<file path="config.mk">
export PLATFORM = sky130hd
export DESIGN_NAME = wb_accel_regs
export DESIGN_NICKNAME = d
export VERILOG_FILES = /design/src/rtl/wb_accel_pkg.sv /design/src/rtl/wb_accel_seq.sv /design/src/rtl/wb_accel_regs.sv
export SDC_FILE = /design/constraint.sdc
export NUM_CORES = 1
export LEC_CHECK = 0
export CAP_MARGIN = 20
export CORE_ASPECT_RATIO = 1.25
export CORE_MARGIN = 2
export CORE_UTILIZATION = 46
export CTS_BUF_LIST = sky130_fd_sc_hd__clkbuf_8
export DETAILED_ROUTE_END_ITERATION = 16
export GPL_TIMING_DRIVEN = 0
export PLACE_DENSITY = 0.87
export SYNTH_ARGS = -nofsm -noshare
export SYNTH_HDL_FRONTEND = slang
export SYNTH_HIERARCHICAL = 1
export SYNTH_SLANG_ARGS = --single-unit
</file>
<file path="constraint.sdc">
create_clock -name wb_clk_i -period 2.3 [get_ports wb_clk_i]
set_clock_uncertainty 0.15 [all_clocks]
set_input_delay 0.46 -clock wb_clk_i [delete_from_list [all_inputs] [get_ports wb_clk_i]]
set_output_delay 0.46 -clock wb_clk_i [all_outputs]
set_load 0.01 [all_outputs]
</file>
<file path="src/rtl/wb_accel_pkg.sv">
// Shared register map, field positions, ID constant and sequencer state encoding.
// No logic of its own; imported by the register block and the sequencer.
// Byte-merge helper applies Wishbone byte selects to RW register writes.
package wb_accel_pkg;

    localparam logic [3:0] OFF_CTRL    = 4'd0;
    localparam logic [3:0] OFF_STATUS  = 4'd1;
    localparam logic [3:0] OFF_CLA_OPS = 4'd2;
    localparam logic [3:0] OFF_CLA_CIN = 4'd3;
    localparam logic [3:0] OFF_MUL_OPS = 4'd4;
    localparam logic [3:0] OFF_CLA_RES = 4'd5;
    localparam logic [3:0] OFF_MUL_RES = 4'd6;
    localparam logic [3:0] OFF_ID      = 4'd7;

    localparam int CTRL_START_BIT  = 0;
    localparam int CTRL_IRQ_EN_BIT = 1;
    localparam int STATUS_BUSY_BIT = 0;
    localparam int STATUS_DONE_BIT = 1;
    localparam int CLA_COUT_BIT    = 16;

    localparam logic [31:0] ACCEL_ID = 32'hACC0_0001;

    typedef enum logic [1:0] {
        SEQ_IDLE    = 2'd0,
        SEQ_RUN     = 2'd1,
        SEQ_CAPTURE = 2'd2
    } seq_state_e;

    function automatic logic [31:0] merge_bytes(input logic [31:0] old_val,
                                                input logic [31:0] new_val,
                                                input logic [3:0]  sel);
        logic [31:0] res;
        res = old_val;
        for (int b = 0; b < 4; b++) begin
            if (sel[b]) begin
                res[b*8 +: 8] = new_val[b*8 +: 8];
            end
        end
        return res;
    endfunction

endpackage

</file>
<file path="src/rtl/wb_accel_seq.sv">
// Run sequencer: IDLE -> RUN for LAT cycles -> one CAPTURE cycle -> IDLE.
// Latency: busy rises the cycle after start, capture pulses LAT cycles later.
// Backpressure: none; a start while busy is dropped without reloading the counter.
module wb_accel_seq
    import wb_accel_pkg::*;
#(
    parameter int LAT = 4
) (
    input  logic wb_clk_i,
    input  logic wb_rst_ni,
    input  logic start,
    output logic busy,
    output logic capture,
    output logic done_set
);

    localparam logic [3:0] LAT_CNT = 4'(LAT);

    seq_state_e state_q;
    logic [3:0] cnt_q;
    logic       busy_q;
    logic       capture_q;

    always_ff @(posedge wb_clk_i or negedge wb_rst_ni) begin
        if (!wb_rst_ni) begin
            state_q   <= SEQ_IDLE;
            cnt_q     <= 4'd0;
            busy_q    <= 1'b0;
            capture_q <= 1'b0;
        end else begin
            case (state_q)
                SEQ_RUN: begin
                    if (cnt_q <= 4'd1) begin
                        state_q   <= SEQ_CAPTURE;
                        cnt_q     <= 4'd0;
                        busy_q    <= 1'b0;
                        capture_q <= 1'b1;
                    end else begin
                        cnt_q <= cnt_q - 4'd1;
                    end
                end
                // CAPTURE is not busy, so a start landing here begins a fresh run.
                default: begin
                    capture_q <= 1'b0;
                    if (start) begin
                        state_q <= SEQ_RUN;
                        cnt_q   <= LAT_CNT;
                        busy_q  <= 1'b1;
                    end else begin
                        state_q <= SEQ_IDLE;
                    end
                end
            endcase
        end
    end

    assign busy     = busy_q;
    assign capture  = capture_q;
    assign done_set = capture_q;

endmodule

</file>
<file path="src/rtl/wb_accel_regs.sv">
// Wishbone register block for the CLA/multiplier accelerator; WB_ACCEL_IRQ_EN enables irq_o.
// Latency: every access acked one cycle after the strobe, read data registered with the ack.
// Backpressure: never stalls; back-to-back strobes are acked every other cycle.
module wb_accel_regs
    import wb_accel_pkg::*;
#(
    parameter logic [31:0] BASE_ADDR = 32'h3000_0000,
    parameter int          LAT       = 4
) (
    input  logic        wb_clk_i,
    input  logic        wb_rst_ni,
    input  logic        wbs_cyc_i,
    input  logic        wbs_stb_i,
    input  logic        wbs_we_i,
    input  logic [31:0] wbs_adr_i,
    input  logic [31:0] wbs_dat_i,
    input  logic [3:0]  wbs_sel_i,
    output logic        wbs_ack_o,
    output logic [31:0] wbs_dat_o,
    output logic [15:0] opa_o,
    output logic [15:0] opb_o,
    output logic        cin_o,
    output logic [7:0]  mx_o,
    output logic [7:0]  my_o,
    input  logic [15:0] sum_i,
    input  logic        cout_i,
    input  logic [15:0] product_i,
    output logic        irq_o
);

    logic        ack_q, ack_d;
    logic [31:0] dat_q, dat_d;
    logic [15:0] opa_q, opa_d, opb_q, opb_d;
    logic        cin_q, cin_d;
    logic [7:0]  mx_q, mx_d, my_q, my_d;
    logic        done_q, done_d;
    logic [15:0] sum_q, sum_d, prod_q, prod_d;
    logic        cout_q, cout_d;
    logic        irq_en_q;

    logic        in_win, reg_wr, ctrl_wr, status_wr, start;
    logic        busy, capture, done_set;
    logic [3:0]  reg_off;
    logic [31:0] cla_merged, rdata;
    logic        unused_adr_lsbs;

    assign unused_adr_lsbs = ^wbs_adr_i[1:0];

    assign ack_d     = wbs_cyc_i & wbs_stb_i & ~ack_q;
    assign in_win    = (wbs_adr_i[31:6] == BASE_ADDR[31:6]);
    assign reg_off   = wbs_adr_i[5:2];
    assign reg_wr    = ack_d & wbs_we_i & in_win;
    assign ctrl_wr   = reg_wr & (reg_off == OFF_CTRL) & wbs_sel_i[0];
    assign status_wr = reg_wr & (reg_off == OFF_STATUS) & wbs_sel_i[0];
    assign start     = ctrl_wr & wbs_dat_i[CTRL_START_BIT];

    assign cla_merged = merge_bytes({opb_q, opa_q}, wbs_dat_i, wbs_sel_i);

    wb_accel_seq #(
        .LAT(LAT)
    ) u_seq (
        .wb_clk_i (wb_clk_i),
        .wb_rst_ni(wb_rst_ni),
        .start    (start),
        .busy     (busy),
        .capture  (capture),
        .done_set (done_set)
    );

    always_comb begin
        opa_d  = opa_q;
        opb_d  = opb_q;
        cin_d  = cin_q;
        mx_d   = mx_q;
        my_d   = my_q;
        done_d = done_q;
        sum_d  = sum_q;
        cout_d = cout_q;
        prod_d = prod_q;
        // Operands are frozen for the whole run.
        if (reg_wr && !busy) begin
            case (reg_off)
                OFF_CLA_OPS: {opb_d, opa_d} = cla_merged;
                OFF_CLA_CIN: if (wbs_sel_i[0]) cin_d = wbs_dat_i[0];
                OFF_MUL_OPS: begin
                    if (wbs_sel_i[0]) mx_d = wbs_dat_i[7:0];
                    if (wbs_sel_i[1]) my_d = wbs_dat_i[15:8];
                end
                default: ;
            endcase
        end
        if (status_wr && wbs_dat_i[STATUS_DONE_BIT]) done_d = 1'b0;
        if (done_set) done_d = 1'b1;
        if (capture) begin
            sum_d  = sum_i;
            cout_d = cout_i;
            prod_d = product_i;
        end
    end

    always_comb begin
        rdata = '0;
        if (in_win) begin
            case (reg_off)
                OFF_CTRL:    rdata[CTRL_IRQ_EN_BIT] = irq_en_q;
                OFF_STATUS: begin
                    rdata[STATUS_BUSY_BIT] = busy;
                    rdata[STATUS_DONE_BIT] = done_q;
                end
                OFF_CLA_OPS: rdata = {opb_q, opa_q};
                OFF_CLA_CIN: rdata[0] = cin_q;
                OFF_MUL_OPS: rdata[15:0] = {my_q, mx_q};
                OFF_CLA_RES: begin
                    rdata[15:0]         = sum_q;
                    rdata[CLA_COUT_BIT] = cout_q;
                end
                OFF_MUL_RES: rdata[15:0] = prod_q;
                OFF_ID:      rdata = ACCEL_ID;
                default:     rdata = '0;
            endcase
        end
        dat_d = ack_d ? rdata : '0;
    end

    always_ff @(posedge wb_clk_i or negedge wb_rst_ni) begin
        if (!wb_rst_ni) begin
            ack_q  <= 1'b0;
            dat_q  <= '0;
            opa_q  <= '0;
            opb_q  <= '0;
            cin_q  <= 1'b0;
            mx_q   <= '0;
            my_q   <= '0;
            done_q <= 1'b0;
            sum_q  <= '0;
            cout_q <= 1'b0;
            prod_q <= '0;
        end else begin
            ack_q  <= ack_d;
            dat_q  <= dat_d;
            opa_q  <= opa_d;
            opb_q  <= opb_d;
            cin_q  <= cin_d;
            mx_q   <= mx_d;
            my_q   <= my_d;
            done_q <= done_d;
            sum_q  <= sum_d;
            cout_q <= cout_d;
            prod_q <= prod_d;
        end
    end

`ifdef WB_ACCEL_IRQ_EN
    logic irq_en_d, irq_q, irq_d;

    always_comb begin
        irq_en_d = irq_en_q;
        if (ctrl_wr) irq_en_d = wbs_dat_i[CTRL_IRQ_EN_BIT];
        irq_d = done_q & irq_en_q;
    end

    always_ff @(posedge wb_clk_i or negedge wb_rst_ni) begin
        if (!wb_rst_ni) begin
            irq_en_q <= 1'b0;
            irq_q    <= 1'b0;
        end else begin
            irq_en_q <= irq_en_d;
            irq_q    <= irq_d;
        end
    end

    assign irq_o = irq_q;
`else
    assign irq_en_q = 1'b0;
    assign irq_o    = 1'b0;
`endif

    assign wbs_ack_o = ack_q;
    assign wbs_dat_o = dat_q;
    assign opa_o     = opa_q;
    assign opb_o     = opb_q;
    assign cin_o     = cin_q;
    assign mx_o      = mx_q;
    assign my_o      = my_q;

endmodule

</file>
; ---- Word level (Yosys, flattened, before mapping)
; Index checks and enable logic that the tools add are counted.
; W data, S select, Z words.
[word_totals]
ff_bits = 124
inputBits = 106
[op_classes]
mux = 20
order_cmp = 1
n_eq_ne = 10
n_reduce_logical = 14
addsub = 1
bitwise = 10
[ops]
columns = op, n
row1 = $mux W32, 2
row2 = $pmux W14 S4, 1
row3 = $pmux W15 S2, 1
row4 = $eq A26 B24 Y1 const B, 1
row5 = $reduce_and A3 Y1, 7
row6 = $eq A4 B3 Y1 const B, 4
row7 = $mux W4, 3
row8 = $and A1 B1 Y1, 9
row9 = $eq A4 B2 Y1 const B, 2
row10 = $mux W1, 8
row11 = $pmux W1 S7, 1
row12 = $pmux W1 S5, 1
row13 = $eq A4 B1 Y1 const B, 1
row14 = $le A4 B1 Y1 const B, 1
row15 = $logic_not A4 Y1, 1
row16 = $mux W2, 2
row17 = $reduce_bool A2 Y1, 2
row18 = $sub A4 B1 Y4 const B, 1
row19 = $eq A2 B1 Y1 const B, 1
row20 = $logic_and A1 B1 Y1, 2
row21 = $ne A2 B1 Y1 const B, 1
row22 = $pmux W1 S2, 1
row23 = $reduce_and A2 Y1, 1
row24 = $logic_not A1 Y1, 1
row25 = $not A1 Y1, 1

; ---- Logic depth before layout (Yosys ltp)
[logic_depth]
depth_word = 9
mapped_depth = 6
ltp_nobuf = 6

; ---- Hierarchy
; The synthesis kept the hierarchy.
[by_module_without_submodules]
columns = mod, area_each_um2, cells_each, n_inst, seq_area_each_um2
row1 = wb_accel_regs, 4941.0, 349, 1, 2902.8
row2 = wb_accel_seq, 364.1, 31, 1, 175.2

; ---- Least setup slack after synthesis
; Ideal clock, no wire load.
[synth_timing]
kind = input-to-reg
from = input wbs_adr_i[5]
to = register opa_q[0], in the netlist opa_o[0]
cell_stages = 5
n_path_buf = 1
setup_slack_ns = -0.054
t_arrival_ns = 2.080
setup_ns = 0.125
path_cell_list = buf_4 > nor4b_2 > nand2_1 > nor4_4 > mux2_2
[synth_via]
elab_chain_len = 2
[synth_lines]
columns = element, line_no
row1 = from (decl), wb_accel_regs.sv:15  ; input logic [31:0] wbs_adr_i,
row2 = $eq A4 B2 Y1, wb_accel_regs.sv:82  ; case (reg_off)
row3 = $reduce_and A3 Y1 (no source line), --
row4 = to (signal assigned), wb_accel_regs.sv:141  ; opa_q <= opa_d;
row5 = to (decl), wb_accel_regs.sv:33  ; logic [15:0] opa_q, opa_d, opb_q, opb_d;
; No other way between the ends.
; A chain may end at the register's enable or synchronous reset.

; ---- Worst setup path after layout
[layout_timing]
from = input wbs_adr_i[9]
to = register opa_q[4], in the netlist opa_o[4]
[layout_via]
elab_chain_len = 4
[layout_lines]
columns = element, line_no
row1 = $eq A26 B24 Y1, wb_accel_regs.sv:50  ; assign in_win = (wbs_adr_i[31:6] == BASE_ADDR[31:6]);
row2 = $and A1 B1 Y1, wb_accel_regs.sv:52  ; assign reg_wr = ack_d & wbs_we_i & in_win;
row3 = $logic_and A1 B1 Y1, wb_accel_regs.sv:81  ; if (reg_wr && !busy) begin
row4 = $reduce_and A3 Y1 (no source line), --
; No other way between the ends.

==> results.yml <==
critical_path:
  worst_setup_path_end_kind: "flop"
  max_stage_delay_ns: 0.44
  crit_path_cell_trace: "clkdlybuf4s50_1 -> nor4_4 -> nand4_4 -> buf_6 -> nor4_4 -> buf_6 -> mux2_2"
  crit_start: "wbs_adr_i[9]"
  reg2regPathDepth: 7
  required_ns: 2.44
  worstSetupPathType: "input pin to flop"
  critical_path_arrival_ns: 2.41
  worstPathMaxFanout: 5
  slowest_stage: "clkdlybuf4s50_1"
  r2r-end: "opb_o[6]"
  r2r_slack_ns: 0.14
  r2r_start: "wbs_ack_o"
  critPathLaunchType: "input pin"
synth:
  synth_top_cell_by_area: "dfrtp_1"
  syn_area_per_cell_um2: 14.0
  synth_warnings: 6
  synth_edf_count: 0
  synthesis.nets: 488
  synth_top_area_share: 0.580
  syn_inst: 380
  synth.distinct_cells: 51
  synthArstFlopShare: 1.00
  synth-seq-cells: 123
  yosysSeqAreaShare: 0.580
  synth_ff_type: "dfrtp_1"
  synth_area_leaders: "dfrtp_1 (58%), mux2_2 (17%), a22oi_1 (4.1%)"
  netlist_area_um2: 5310
finish:
  layout_commonest_cell: "clkdlybuf4s50_1"
  nFillCells: 767
  layout.cells.non_filler: 750
  drive_gt1_frac: 0.278
  synthToLayoutAreaGrowth_pct: 53.2
  stdcell_area_um2: 8130
  diodes: 0
  layout_common_cells: "clkdlybuf4s50_1 (170), dfrtp_1 (123), mux2_2 (79)"
  final_util: 0.726
  fin_nets: 711
power_and_ir_drop:
  p_leak_nw: 3.78
  ir_drop_mv: 0.378
  p_per_area_nw_per_um2: 547
floorplan:
  fp.dieW_um: 100
  core-area_um2: 11200
  die_area_um2: 12400
  start_util: 0.474
  pin_count: 189
  rows: 43
  die_y_um: 124
global_route:
  grt_pass1_vias: 4548
  grt_max_degree: 105
  grt_usage: 0.250
  grt_pass1_wl_um: 23600
  grt-ovfl-total: 0
  antenna_found_initial: 0
place:
  dpl.cell_count: 700
  dpl.hpwl_um: 10500
  gp_congestion: 0.844
  dp_slack_ns: -1.07
  port_buffers: 184
  place_area_um2: 7380
clock_network:
  clockRootBuffer: "clkbuf_8"
  path_clk_slew_ns: 0.07
  insertion_delay_ns: 0.41
  clock_path_buffers: 2
  cts_tree: "yes"
  cts_inserted_buffers: 17
  ctsHtreeMaxLevel: 4
  cts_sinks: 123
route:
  drtIter0Drc: 193
  drcViolationCount: 0
  wl_per_cell_um: 20.8
  viasPerCell: 5.56
  drt-total-wl_um: 15600
  ant_nets: 0
  num_vias: 4171
  drt_pass1_iterations: 4
timing:
  finalHoldViolations: 0
  fin_crit_sh: 0.986
  final.setup.worst_slack_ns: 0.0328
  fmax_mhz: 441
  fin_crit_ns: 2.27
  finalSetupViolations: 0
  slew_viol_final: 0
  tightest_slew_ns: 0.795
  finalSetupTns_ns: 0
  slew_headroom: 0.470
min_path:
  hold_path_depth: 2
  hold_path_class: "input pin to flop"
  hold_path_end: "wbs_dat_o[1]"
  min_from: "wbs_adr_i[5]"
status:
  run_status: "finished, final reports clean"
flow_run:
  drv_cap: 0
## how the worst max path moves through the flow
stage,endpoint,slack [ns],depth (start not counted)
after floorplan,opa_o[0],0.007,5
after global placement,opa_o[3],-3.89,1
after detailed placement,mx_o[3],-1.07,6
after CTS,mx_o[1],-0.0006,7
after global routing,opb_o[7],-0.005,8
final,opa_o[4],0.03,7
## through the flow
stage | hold WS, ns | power, mW
detailed placement | 0.167 | 2.52
finish | 0.206 | 4.45
floorplan | 0.0144 | 2.26
global placement | 0.340 | 2.51
global route | 0.198 | 4.61
CTS | 0.166 | 4.47
## worst max-delay path, delay by kind of cell
kind                   cells  cell delay [ns]
muxes                      1             0.35
buffers and inverters      3             0.81
and+or+nand+nor            3             0.78
## state kept, by name (all words and copies together), names as in the netlist, 4 cells and up
register / count
my_o: 8
u_seq/cnt_q: 4
wbs_dat_o: 32
opb_o: 16
opa_o: 16
sum_q: 16
prod_q: 16
mx_o: 8
## repair_timing
| action | CTS | global route |
|---|---|---|
| endpoints found under the hold margin | 19 | 0 |
| setup endpoints to repair | 85 | 79 |
| cloned | 0 | 0 |
| buffers inserted | 17 | 2 |
| hold buffers | 1 | 0 |
| pin swaps | 10 | 14 |
| resized for setup | 13 | 31 |
## routing by layer
layer	vias to the layer above	wire length (um)	track usage
met5	-	0	0
met4	0	252	0.0813
met3	20	987	0.0685
met2	176	8280	0.448
met1	2120	6090	0.290
li1	1855	-	-
## cell usage after synthesis, types with 2 or more instances
| cell type | count |
|---|---|
| a21oi_1 | 20 |
| a22oi_1 | 29 |
| and2_1 | 2 |
| and3_1 | 10 |
| buf_2 | 4 |
| buf_4 | 4 |
| buf_6 | 2 |
| clkbuf_1 | 12 |
| dfrtp_1 | 123 |
| ha_1 | 2 |
| inv_1 | 3 |
| mux2_1 | 3 |
| mux2_2 | 79 |
| nand2_1 | 14 |
| nand3_1 | 4 |
| nand3b_1 | 3 |
| nand4_4 | 2 |
| nor2_1 | 11 |
| nor2b_1 | 3 |
| nor3_1 | 2 |
| nor4_1 | 2 |
| nor4_2 | 6 |
| nor4_4 | 7 |
| nor4bb_1 | 2 |
| o21ai_0 | 3 |
| o2bb2ai_1 | 2 |
| or4_1 | 2 |
## power breakdown
| part | switching (mW) | internal (mW) | total, mW | leakage, nW |
|---|---|---|---|---|
| logic | 0.147 | 0.194 | 0.341 | 1.86 |
| registers | 0.000599 | 2.16 | 2.16 | 1.69 |
| clock network | 0.809 | 1.13 | 1.94 | 0.221 |
## area by class of cell
cell class	instances	area, um^2	share of cell area
Inverter	3	11.3	0.00139
Tap cell	135	169	0.0208
Timing Repair Buffer	205	2140	0.263
Clock inverter	11	130	0.0160
Clock buffer	20	275	0.0339
Sequential cell	123	3080	0.379
Multi-Input combinational cell	232	2190	0.270
Buffer	21	136	0.0168
## cell families after synthesis
kind of cell | after synthesis | synth area share
compound gates | 65 | 0.0875
xor+xnor | 1 | 0.00165
fa+ha+maj | 2 | 0.00472
buf+inv | 25 | 0.0243
flops | 123 | 0.580
mux | 82 | 0.174
other cells | 1 | 0.000707
simple gates | 81 | 0.127
Power figures use the tool's default switching activity.
